File: src/rtl/mram_bist_pkg.sv
// Shared state encoding and test-pattern helper for the Mram BIST controller.
package mram_bist_pkg;

   typedef enum logic [2:0] {
      IDLE = 3'd0,
      WR0  = 3'd1,
      RD0  = 3'd2,
      WR1  = 3'd3,
      RD1  = 3'd4,
      DONE = 3'd5
   } state_t;

   // Second pass uses the bitwise inverse of the base pattern.
   localparam logic PASS_INV = 1'b1;

   // Callers truncate to DATA_W, which gives the mod 2**DATA_W result.
   function automatic logic [31:0] pat(input logic [31:0] a, input logic [31:0] seed);
      logic [32:0] s;
      s = {a, 1'b0} + {1'b0, seed};
      return s[31:0];
   endfunction

endpackage

File: src/rtl/mram_bist_agen.sv
// Address sequencer: DEPTH-wrapping counter, write setup/strobe phase, expected word.
// Zero latency on exp_data/last (decoded from registered addr); advances only when step=1.
// No backpressure: the FSM owns pacing through step/wr_mode.
module mram_bist_agen
   import mram_bist_pkg::*;
#(
   parameter int                ADDR_W = 4,
   parameter int                DATA_W = 8,
   parameter int                DEPTH  = 16,
   parameter logic [DATA_W-1:0] SEED   = '0
) (
   input  logic              clk,
   input  logic              rst,
   input  logic              clear,
   input  logic              step,
   input  logic              wr_mode,
   input  logic              inv,
   output logic [ADDR_W-1:0] addr,
   output logic [ADDR_W-1:0] addr_nxt,
   output logic              phase,
   output logic              last,
   output logic [DATA_W-1:0] exp_data
);

   logic              phase_nxt;
   logic [DATA_W-1:0] base;

   assign last     = (addr == ADDR_W'(DEPTH - 1));
   assign base     = DATA_W'(pat(32'(addr), 32'(SEED)));
   assign exp_data = inv ? ~base : base;

   // Writes spend a setup and a strobe cycle per address; reads take one.
   always_comb begin
      addr_nxt  = addr;
      phase_nxt = phase;
      if (clear) begin
         addr_nxt  = '0;
         phase_nxt = 1'b0;
      end else if (step) begin
         if (wr_mode && !phase) begin
            phase_nxt = 1'b1;
         end else begin
            phase_nxt = 1'b0;
            addr_nxt  = last ? '0 : addr + 1'b1;
         end
      end
   end

   always_ff @(posedge clk) begin
      if (rst) begin
         addr  <= '0;
         phase <= 1'b0;
      end else begin
         addr  <= addr_nxt;
         phase <= phase_nxt;
      end
   end

endmodule

File: src/rtl/mram_bist.sv
// Two-pass write/read-back BIST for one Mram; reports pass, error count, first failing address.
// Latency: 6*DEPTH cycles from accepted start to done; all outputs registered.
// No backpressure: start is only accepted in IDLE/DONE, ignored while busy.
module mram_bist
   import mram_bist_pkg::*;
#(
   parameter int                ADDR_W = 4,
   parameter int                DATA_W = 8,
   parameter int                DEPTH  = 16,
   parameter logic [DATA_W-1:0] SEED   = '0,
   parameter int                ERR_W  = 4
) (
   input  logic              clk,
   input  logic              rst,
   input  logic              start,
   output logic              busy,
   output logic              done,
   output logic              pass,
   output logic [ERR_W-1:0]  err_count,
   output logic [ADDR_W-1:0] fail_addr,
   output logic [ADDR_W-1:0] mem_addr,
   output logic [DATA_W-1:0] mem_wdata,
   input  logic [DATA_W-1:0] mem_rdata,
   output logic              mem_wr,
   output logic              mem_cs,
   output logic              mem_rd
);

   state_t            state;
   logic              wr_st, rd_st, idle_st, inv, phase, last, mism;
   logic [ADDR_W-1:0] addr, addr_nxt;
   logic [DATA_W-1:0] exp_data;
   logic [ERR_W-1:0]  err_nxt;

   function automatic logic [DATA_W-1:0] word(input logic i, input logic [ADDR_W-1:0] a);
      logic [DATA_W-1:0] p;
      p = DATA_W'(pat(32'(a), 32'(SEED)));
      return i ? ~p : p;
   endfunction

   assign wr_st   = (state == WR0) || (state == WR1);
   assign rd_st   = (state == RD0) || (state == RD1);
   assign idle_st = (state == IDLE) || (state == DONE);
   assign inv     = ((state == WR1) || (state == RD1)) ? PASS_INV : !PASS_INV;
   assign mism    = rd_st && (mem_rdata != exp_data);
   assign err_nxt = (mism && (err_count != '1)) ? err_count + 1'b1 : err_count;
   assign mem_addr = addr;

   mram_bist_agen #(
      .ADDR_W (ADDR_W),
      .DATA_W (DATA_W),
      .DEPTH  (DEPTH),
      .SEED   (SEED)
   ) u_agen (
      .clk      (clk),
      .rst      (rst),
      .clear    (idle_st),
      .step     (wr_st || rd_st),
      .wr_mode  (wr_st),
      .inv      (inv),
      .addr     (addr),
      .addr_nxt (addr_nxt),
      .phase    (phase),
      .last     (last),
      .exp_data (exp_data)
   );

   always_ff @(posedge clk) begin
      if (rst) begin
         state     <= IDLE;
         busy      <= 1'b0;
         done      <= 1'b0;
         pass      <= 1'b0;
         err_count <= '0;
         fail_addr <= '0;
         mem_wdata <= '0;
         mem_wr    <= 1'b0;
         mem_cs    <= 1'b0;
         mem_rd    <= 1'b0;
      end else begin
         case (state)
            IDLE, DONE: begin
               if (start) begin
                  state     <= WR0;
                  busy      <= 1'b1;
                  done      <= 1'b0;
                  pass      <= 1'b0;
                  err_count <= '0;
                  fail_addr <= '0;
                  mem_cs    <= 1'b1;
                  mem_wdata <= word(!PASS_INV, '0);
               end
            end
            WR0, WR1: begin
               if (!phase) begin
                  mem_wr <= 1'b1;
               end else begin
                  mem_wr <= 1'b0;
                  if (last) begin
                     if (state == WR0) state <= RD0;
                     else              state <= RD1;
                     mem_rd    <= 1'b1;
                     mem_wdata <= '0;
                  end else begin
                     mem_wdata <= word(inv, addr_nxt);
                  end
               end
            end
            RD0, RD1: begin
               err_count <= err_nxt;
               // err_count saturates rather than wrapping, so zero means no earlier miss.
               if (mism && (err_count == '0)) fail_addr <= addr;
               if (last) begin
                  mem_rd <= 1'b0;
                  if (state == RD0) begin
                     state     <= WR1;
                     mem_wdata <= word(PASS_INV, '0);
                  end else begin
                     state  <= DONE;
                     mem_cs <= 1'b0;
                     busy   <= 1'b0;
                     done   <= 1'b1;
                     pass   <= (err_nxt == '0);
                  end
               end
            end
            default: state <= IDLE;
         endcase
      end
   end

endmodule
File: config.mk
export PLATFORM = sky130hd
export DESIGN_NAME = mram_bist
export DESIGN_NICKNAME = d
export VERILOG_FILES = /design/src/rtl/mram_bist_pkg.sv /design/src/rtl/mram_bist_agen.sv /design/src/rtl/mram_bist.sv
export SDC_FILE = /design/constraint.sdc
export NUM_CORES = 1
export LEC_CHECK = 0
export ABC_CLOCK_PERIOD_IN_PS = 5930
export CAP_MARGIN = 20
export CORE_MARGIN = 10
export CORE_UTILIZATION = 28
export DETAILED_ROUTE_END_ITERATION = 12
export GPL_TIMING_DRIVEN = 1
export PLACE_DENSITY = 0.61
export SYNTH_ARGS = -nofsm -noshare
export SYNTH_HDL_FRONTEND = slang
export SYNTH_SLANG_ARGS = --single-unit
File: constraint.sdc
create_clock -name clk -period 5.93 [get_ports clk]
set_input_delay 0.8895 -clock clk [delete_from_list [all_inputs] [get_ports clk]]
set_output_delay 0.8895 -clock clk [all_outputs]
set_load 0.01 [all_outputs]
Word level (Yosys, flattened, before mapping)

Cells that the tools add are included.

Register bits after elaboration: 29

Add/subtract/negate cells: 2
Multiplexer cells: 42
Bitwise operators: 2
Equal/unequal tests: 15
Reductions and logical operators: 26

Operator list:

| operator                                                               | number |
|---|---|
| 8-bit 2-to-1 mux                                                       | 7 |
| 4-bit 2-to-1 mux                                                       | 7 |
| 8-bit case mux with 3 select lines                                     | 1 |
| 3-bit 2-to-1 mux                                                       | 6 |
| 5-bit inverter with 8-bit output                                       | 2 |
| 4-bit case mux with 2 select lines                                     | 2 |
| 1-bit 2-to-1 mux                                                       | 14 |
| 4-bit AND reduction                                                    | 3 |
| 3-bit case mux with 3 select lines                                     | 1 |
| 4-bit by 1-bit adder with 4-bit output (second input constant)         | 2 |
| 4-bit logical NOT                                                      | 2 |
| 2-bit != test (second input constant)                                  | 4 |
| 8-bit != test                                                          | 1 |
| 1-bit case mux with 2 select lines                                     | 4 |
| 2-bit OR reduction                                                     | 4 |
| 3-bit by 2-bit equality test with 1-bit output (second input constant) | 2 |
| 3-bit equality test (second input constant)                            | 2 |
| 2-bit by 1-bit != test with 1-bit output (second input constant)       | 3 |
| 1-bit logical OR                                                       | 5 |
| 5-bit AND reduction                                                    | 1 |
| 4-bit equality test (second input constant)                            | 1 |
| 1-bit logical AND                                                      | 4 |
| 4-bit != test (second input constant)                                  | 1 |
| 2-bit nonzero test                                                     | 2 |
| other kinds (6)                                                        | 6 |

Logic depth before layout (Yosys ltp)

Depth in word-level cells: 12
Mapped depth: 8
Mapped depth without buffers: 7

Hierarchy

From an unflattened synthesis, not the netlist that was laid out.

Cell total of the unflattened synthesis: 203
Area, all modules: 1672.9 um2

By module, submodules not included:

| module         | sequential area each (um2) | area an instance (um2) | times used | cells an instance |
|---|---|---|---|---|
| mram_bist      | 420.4                      | 1308.8                 | 1          | 157 |
| mram_bist_agen | 100.1                      | 364.1                  | 1          | 46 |

Least setup slack after synthesis

OpenSTA, ideal clock, no wires.

Kind: input -> register
Start point: input mem_rdata[7]
End point: register fail_addr[0]
Path buffers: 1
Slack: 3.705 ns
Data arrival time: 2.154 ns
Cell stages on the path: 7
Cell sequence: nand4_1 a2111o_1 o21a_1 or2_1 buf_6 a41oi_2 o2bb2ai_1

Word-level cells in the longest chain between the ends: 5

RTL lines:

| what                                 | line             | RTL |
|---|---|---|
| from (decl)                          | mram_bist.sv:23  | `input logic [DATA_W-1:0] mem_rdata,` |
| 8-bit != test                        | mram_bist.sv:45  | `assign mism = rd_st && (mem_rdata != exp_data);` |
| 1-bit logical AND                    | mram_bist.sv:45  |  |
| 1-bit logical AND                    | mram_bist.sv:112 | `if (mism && (err_count == '0)) fail_addr <= addr;` |
| 2-bit != test (no source line)       | n/a              |  |
| 3-bit AND reduction (no source line) | n/a              |  |
| to (signal assigned)                 | mram_bist.sv:112 |  |
| to (decl)                            | mram_bist.sv:20  | `output logic [ADDR_W-1:0] fail_addr,` |

No other way between the ends.
A chain may end at the register's enable or synchronous reset.

Final worst setup path

Start point: register state[2]
End point: register mem_wdata[2]

Word-level cells in the longest chain between the ends: 11

RTL lines:

| what                                                                                                             | line                                              | RTL |
|---|---|---|
| from (decl)                                                                                                      | mram_bist.sv:29                                   | `state_t state;` |
| from (signal assigned)                                                                                           | mram_bist.sv:70                                   | `state <= IDLE;` |
| from (signal assigned)                                                                                           | mram_bist.sv:84                                   | `state <= WR0;` |
| from (signal assigned)                                                                                           | mram_bist.sv:100                                  | `if (state == WR0) state <= RD0;` |
| 3-bit by 1-bit equality test with 1-bit output or 3-bit by 2-bit equality test with 1-bit output (tied branches) | mram_bist.sv:41, mram_bist.sv:81, mram_bist.sv:44 |  |
| 1-bit logical OR                                                                                                 | mram_bist.sv:41                                   | `assign wr_st = (state == WR0) \|\| (state == WR1);` |
| 1-bit logical AND                                                                                                | mram_bist_agen.sv:40                              | `if (wr_mode && !phase) begin` |
| 4-bit 2-to-1 mux                                                                                                 | mram_bist_agen.sv:40                              |  |
| 4-bit 2-to-1 mux                                                                                                 | mram_bist_agen.sv:39                              | `end else if (step) begin` |
| 4-bit 2-to-1 mux                                                                                                 | mram_bist_agen.sv:36                              | `if (clear) begin` |
| 5-bit inverter with 8-bit output                                                                                 | mram_bist.sv:38                                   | `return i ? ~p : p;` |
| 8-bit 2-to-1 mux                                                                                                 | mram_bist.sv:38                                   |  |
| 8-bit 2-to-1 mux                                                                                                 | mram_bist.sv:99                                   | `if (last) begin` |
| 8-bit 2-to-1 mux                                                                                                 | mram_bist.sv:95                                   | `if (!phase) begin` |
| 8-bit case mux with 3 select lines                                                                               | mram_bist.sv:81                                   | `case (state)` |
| to (signal assigned)                                                                                             | mram_bist.sv:91                                   | `mem_wdata <= word(!PASS_INV, '0);` |
| to (signal assigned)                                                                                             | mram_bist.sv:105                                  | `mem_wdata <= word(inv, addr_nxt);` |
| to (signal assigned)                                                                                             | mram_bist.sv:117                                  | `mem_wdata <= word(PASS_INV, '0);` |
| to (decl)                                                                                                        | mram_bist.sv:22                                   | `output logic [DATA_W-1:0] mem_wdata,` |

Several ways; a longest one is shown, not always the timed one. The select of a mux whose other input is x is not followed.

==> Implementation_results.wiki <==
{| class="wikitable"
! Metric !! Value
|-
| Result of the run || finished, final reports clean
|-
| Port bufs || 36
|-
| Number of filler cells placed in the layout || between 500 and 600
|-
| RSZ-0062 raised after global routing || no
|-
| Sequential area share after synthesis || around 32%
|-
| Worst hold margin || 0.478 ns
|-
| Clk sink count || 26
|-
| Synthesis-to-finish area growth || 26.7%
|-
| Leakage component of the power || approximately 0.0007 uW
|-
| Worst supply voltage drop on vdd || approximately 0.095 mV
|-
| Post-CTS setup buffer count || 0
|-
| Power per cell area || ~190 nW/um^2
|-
| Dpl cells || ~300
|-
| Share of the synthesized area in the top cell type || about a third
|-
| Post-detailed-route via-to-cell ratio || roughly 5.1
|-
| Maximum clock frequency || between 300 and 400 MHz
|-
| Total wirelength of the detailed-routed design || roughly 4.5 mm
|-
| Count of yosys warnings during synthesis || 0
|-
| Main flop type after synthesis || dfxtp_1
|-
| Final hold violation count || 0
|-
| Top library cells by usage in the layout, fill and taps aside || clkdlybuf4s50_1 (36), nor2_1 (27), dfxtp_1 (26)
|-
| CTS hold repair buffers || 0
|-
| Number of enable-type register cells in the synthesized netlist || 0
|-
| Placer congestion estimate || just under 0.9
|-
| Synth Net Count || 221
|-
| Area of the placeable core || about 5500 sq um
|-
| Class of the tightest hold or removal check || flop to flop
|-
| Routed wire length per instance || between 10 and 15 um
|-
| Die area || 9200 sq um
|-
| Finish-stage setup viols || 0
|-
| Clock-pin transition on the worst setup and hold timing paths || about 0.1 ns
|-
| Share of cells above drive strength 1 || 2.61%
|-
| Via count of the first global-routing pass || between 1000 and 1500
|-
| Global-route wire length before repair || 7.62 mm
|-
| Number of cell rows || 27
|-
| Area occupied by multi-input gates || between 900 and 1000 sq um
|-
| Arrival time reported for the critical path endpoint || roughly 2.9 ns
|-
| Overflow left after global routing || 0
|-
| Hold Path Stages || 1
|-
| Critical Path Slowest Stage Cell || dfxtp_1
|-
| Final slew viol count || 0
|-
| Max-slew headroom || 47.8%
|-
| Synth async-reset ratio || 0%
|-
| Maximum single-stage delay on the critical path || 0.80 ns
|-
| Die Span X || about 96 um
|-
| Routed Antenna Nets || 0
|-
| HPWL after detailed placement || approximately 3.3 mm
|-
| Min Clock Period, post-route || between 2 and 3 ns
|-
| Clock Path Buffers || 2
|-
| First-pass DRT Iterations || 4
|-
| Chip Height || 95.9 um
|-
| Netlist area before placement || 1610 sq um
|-
| Total I/O pin count || 37
|-
| Worst-Margin Slew || 0.782 ns
|-
| Critical path class || flop to flop
|-
| Total clock buffers created by CTS || 3
|-
| Number of gates resized after cts || 0
|-
| Post-route DRC violation count || 0
|-
| Mapped Avg Cell Area || 7.80 sq um
|-
| Max-Cap Viols || 0
|-
| Insertion delay to the later sink of the worst-skew pair || approximately 0.28 ns
|-
| Cells after synthesis || approximately 210
|-
| TritonCTS clock tree || yes
|-
| Global routing usage summed across all routing layers || about a tenth
|-
| Worst-path fanout max || 22
|-
| Antenna diode instance count || 0
|-
| Sequence of cells on the critical path || or3b_1 > o21ai_1 > mux2i_1 > xnor2_1 > o311a_1 > a211oi_1
|-
| Post-layout instance count excluding filler cells || between 300 and 400
|-
| Synth area leader || dfxtp_1
|-
| NumNets Final || between 200 and 250
|-
| Depth of the most critical reg-to-reg path || 6
|-
| Count of state elements after synthesis || 26
|-
| Setup crit start kind || flop
|-
| Total Neg Setup Slack || 0 ns
|-
| H-tree Lvls || 1
|-
| Crit path capture type || flop
|-
| Tcrit/Tclk final || 46.0%
|-
| Unique masters post-synth || 54
|-
| DRT iter0 DRCs || approximately 150
|-
| Sequential cell area || ~520 sq um
|-
| Clock root buffer || clkbuf_8
|-
| Largest net degree at the start of global routing || 24
|-
| Detailed-route via count || around 1600
|-
| Initial antenna violation count || 0
|-
| Most frequent standard cell in the layout excluding fill and tap cells || clkdlybuf4s50_1
|-
| Starting Density || approximately 30%
|-
| Crit path required time || about 6.1 ns
|-
| Largest clock skew in the final design || 0.00268 ns
|-
| Top cells by area, synth || dfxtp_1 (32%), nor2_1 (6.3%), a21oi_1 (4.0%)
|}
power by group:
group	switching [uW]	internal (uW)	leakage (uW)	total (uW)
logic	23.1	23.8	0.000439	46.9
registers	5.98	178	0.000211	184
clock network	61.7	90.5	0.0000357	152
total	90.8	292	0.000686	383
registers in the layout, indices dropped and copies added, names as in the netlist:
| signal | flops |
|---|---|
| mem_rd | 1 |
| fail_addr | 4 |
| mem_cs | 1 |
| u_agen.addr | 4 |
| done | 1 |
| mem_wdata | 5 |
| state | 3 |
| mem_wr | 1 |
| err_count | 4 |
| pass | 1 |
| u_agen.phase | 1 |
logic make-up after synthesis:
family          synth area share (%)
buf+inv                         8.60
flops                           32.2
compound gates                  27.4
mux                             2.48
simple gates                    22.0
xor+xnor                        4.88
fa+ha+maj                       2.33
critical path, delay by kind of cell, from the launching register on:
kind | cells | cell delay [ns]
XOR/XNOR | 1 | 0.10
AND/OR/NAND/NOR | 1 | 0.48
flip-flops | 1 | 0.80
AO/OA/AOI/OAI | 3 | 0.87
multiplexers | 1 | 0.39
path summary, 6_finish.rpt:
kind                     start            to  slack [ns]
hold reg to reg   fail_addr[2]  fail_addr[2]        0.48
setup reg to reg      state[2]  mem_wdata[2]        3.20
setup / recovery      state[2]  mem_wdata[2]        3.20
hold / removal    fail_addr[2]  fail_addr[2]        0.48
metrics by stage:
step           instance area [sq um]  power [uW]  setup WS (ns)  utilization (%)
2_1_floorplan                   1610         216           3.71                -
4_1_cts                         2050         387           3.22             36.9
3_3_place_gp                    1970         234           3.08             35.6
5_1_grt                         2050         400           3.07             36.9
6_report                        2050         383           3.20             36.9
3_5_place_dp                    1970         235           3.06             35.6
area by class of cell:
class	instances	share of cell area, %
clock inverter	1	1.47
tap	72	4.40
multi-input combinational	151	46.7
timing repair buffer	36	17.6
inverter	13	2.39
clock buffer	3	2.02
sequential	26	25.4
layer usage:
| layer | global-route usage (%) | up-vias | wire [um] |
|---|---|---|---|
| li1 | - | 796 | - |
| met1 | 13.2 | 732 | 2150 |
| met2 | 16.5 | 20 | 2110 |
| met3 | 2.96 | 4 | 210 |
| met4 | 2.21 | 0 | 38 |
| met5 | 0 | - | 0 |
cell usage after synthesis, types with 2 or more instances:
| cell | number |
|---|---|
| xor2_1 | 3 |
| o21a_1 | 2 |
| a31oi_1 | 3 |
| o21ai_1 | 5 |
| a2111o_1 | 2 |
| mux2i_1 | 4 |
| nor3_1 | 6 |
| nand2b_1 | 3 |
| o211ai_1 | 2 |
| clkbuf_1 | 6 |
| o2bb2ai_1 | 4 |
| nand4_1 | 5 |
| a21oi_1 | 13 |
| inv_1 | 13 |
| nor2_1 | 27 |
| buf_2 | 3 |
| nor2b_1 | 3 |
| and2_1 | 2 |
| a211oi_1 | 2 |
| ha_1 | 3 |
| nand3_1 | 6 |
| buf_1 | 3 |
| or3_1 | 2 |
| xnor2_1 | 6 |
| o21ai_0 | 4 |
| o31ai_1 | 3 |
| nand2_1 | 13 |
| buf_4 | 4 |
| o22ai_1 | 2 |
| a22oi_1 | 3 |
| o221ai_1 | 2 |
| dfxtp_1 | 26 |
No activity file was read; power rests on OpenSTA's default activity.
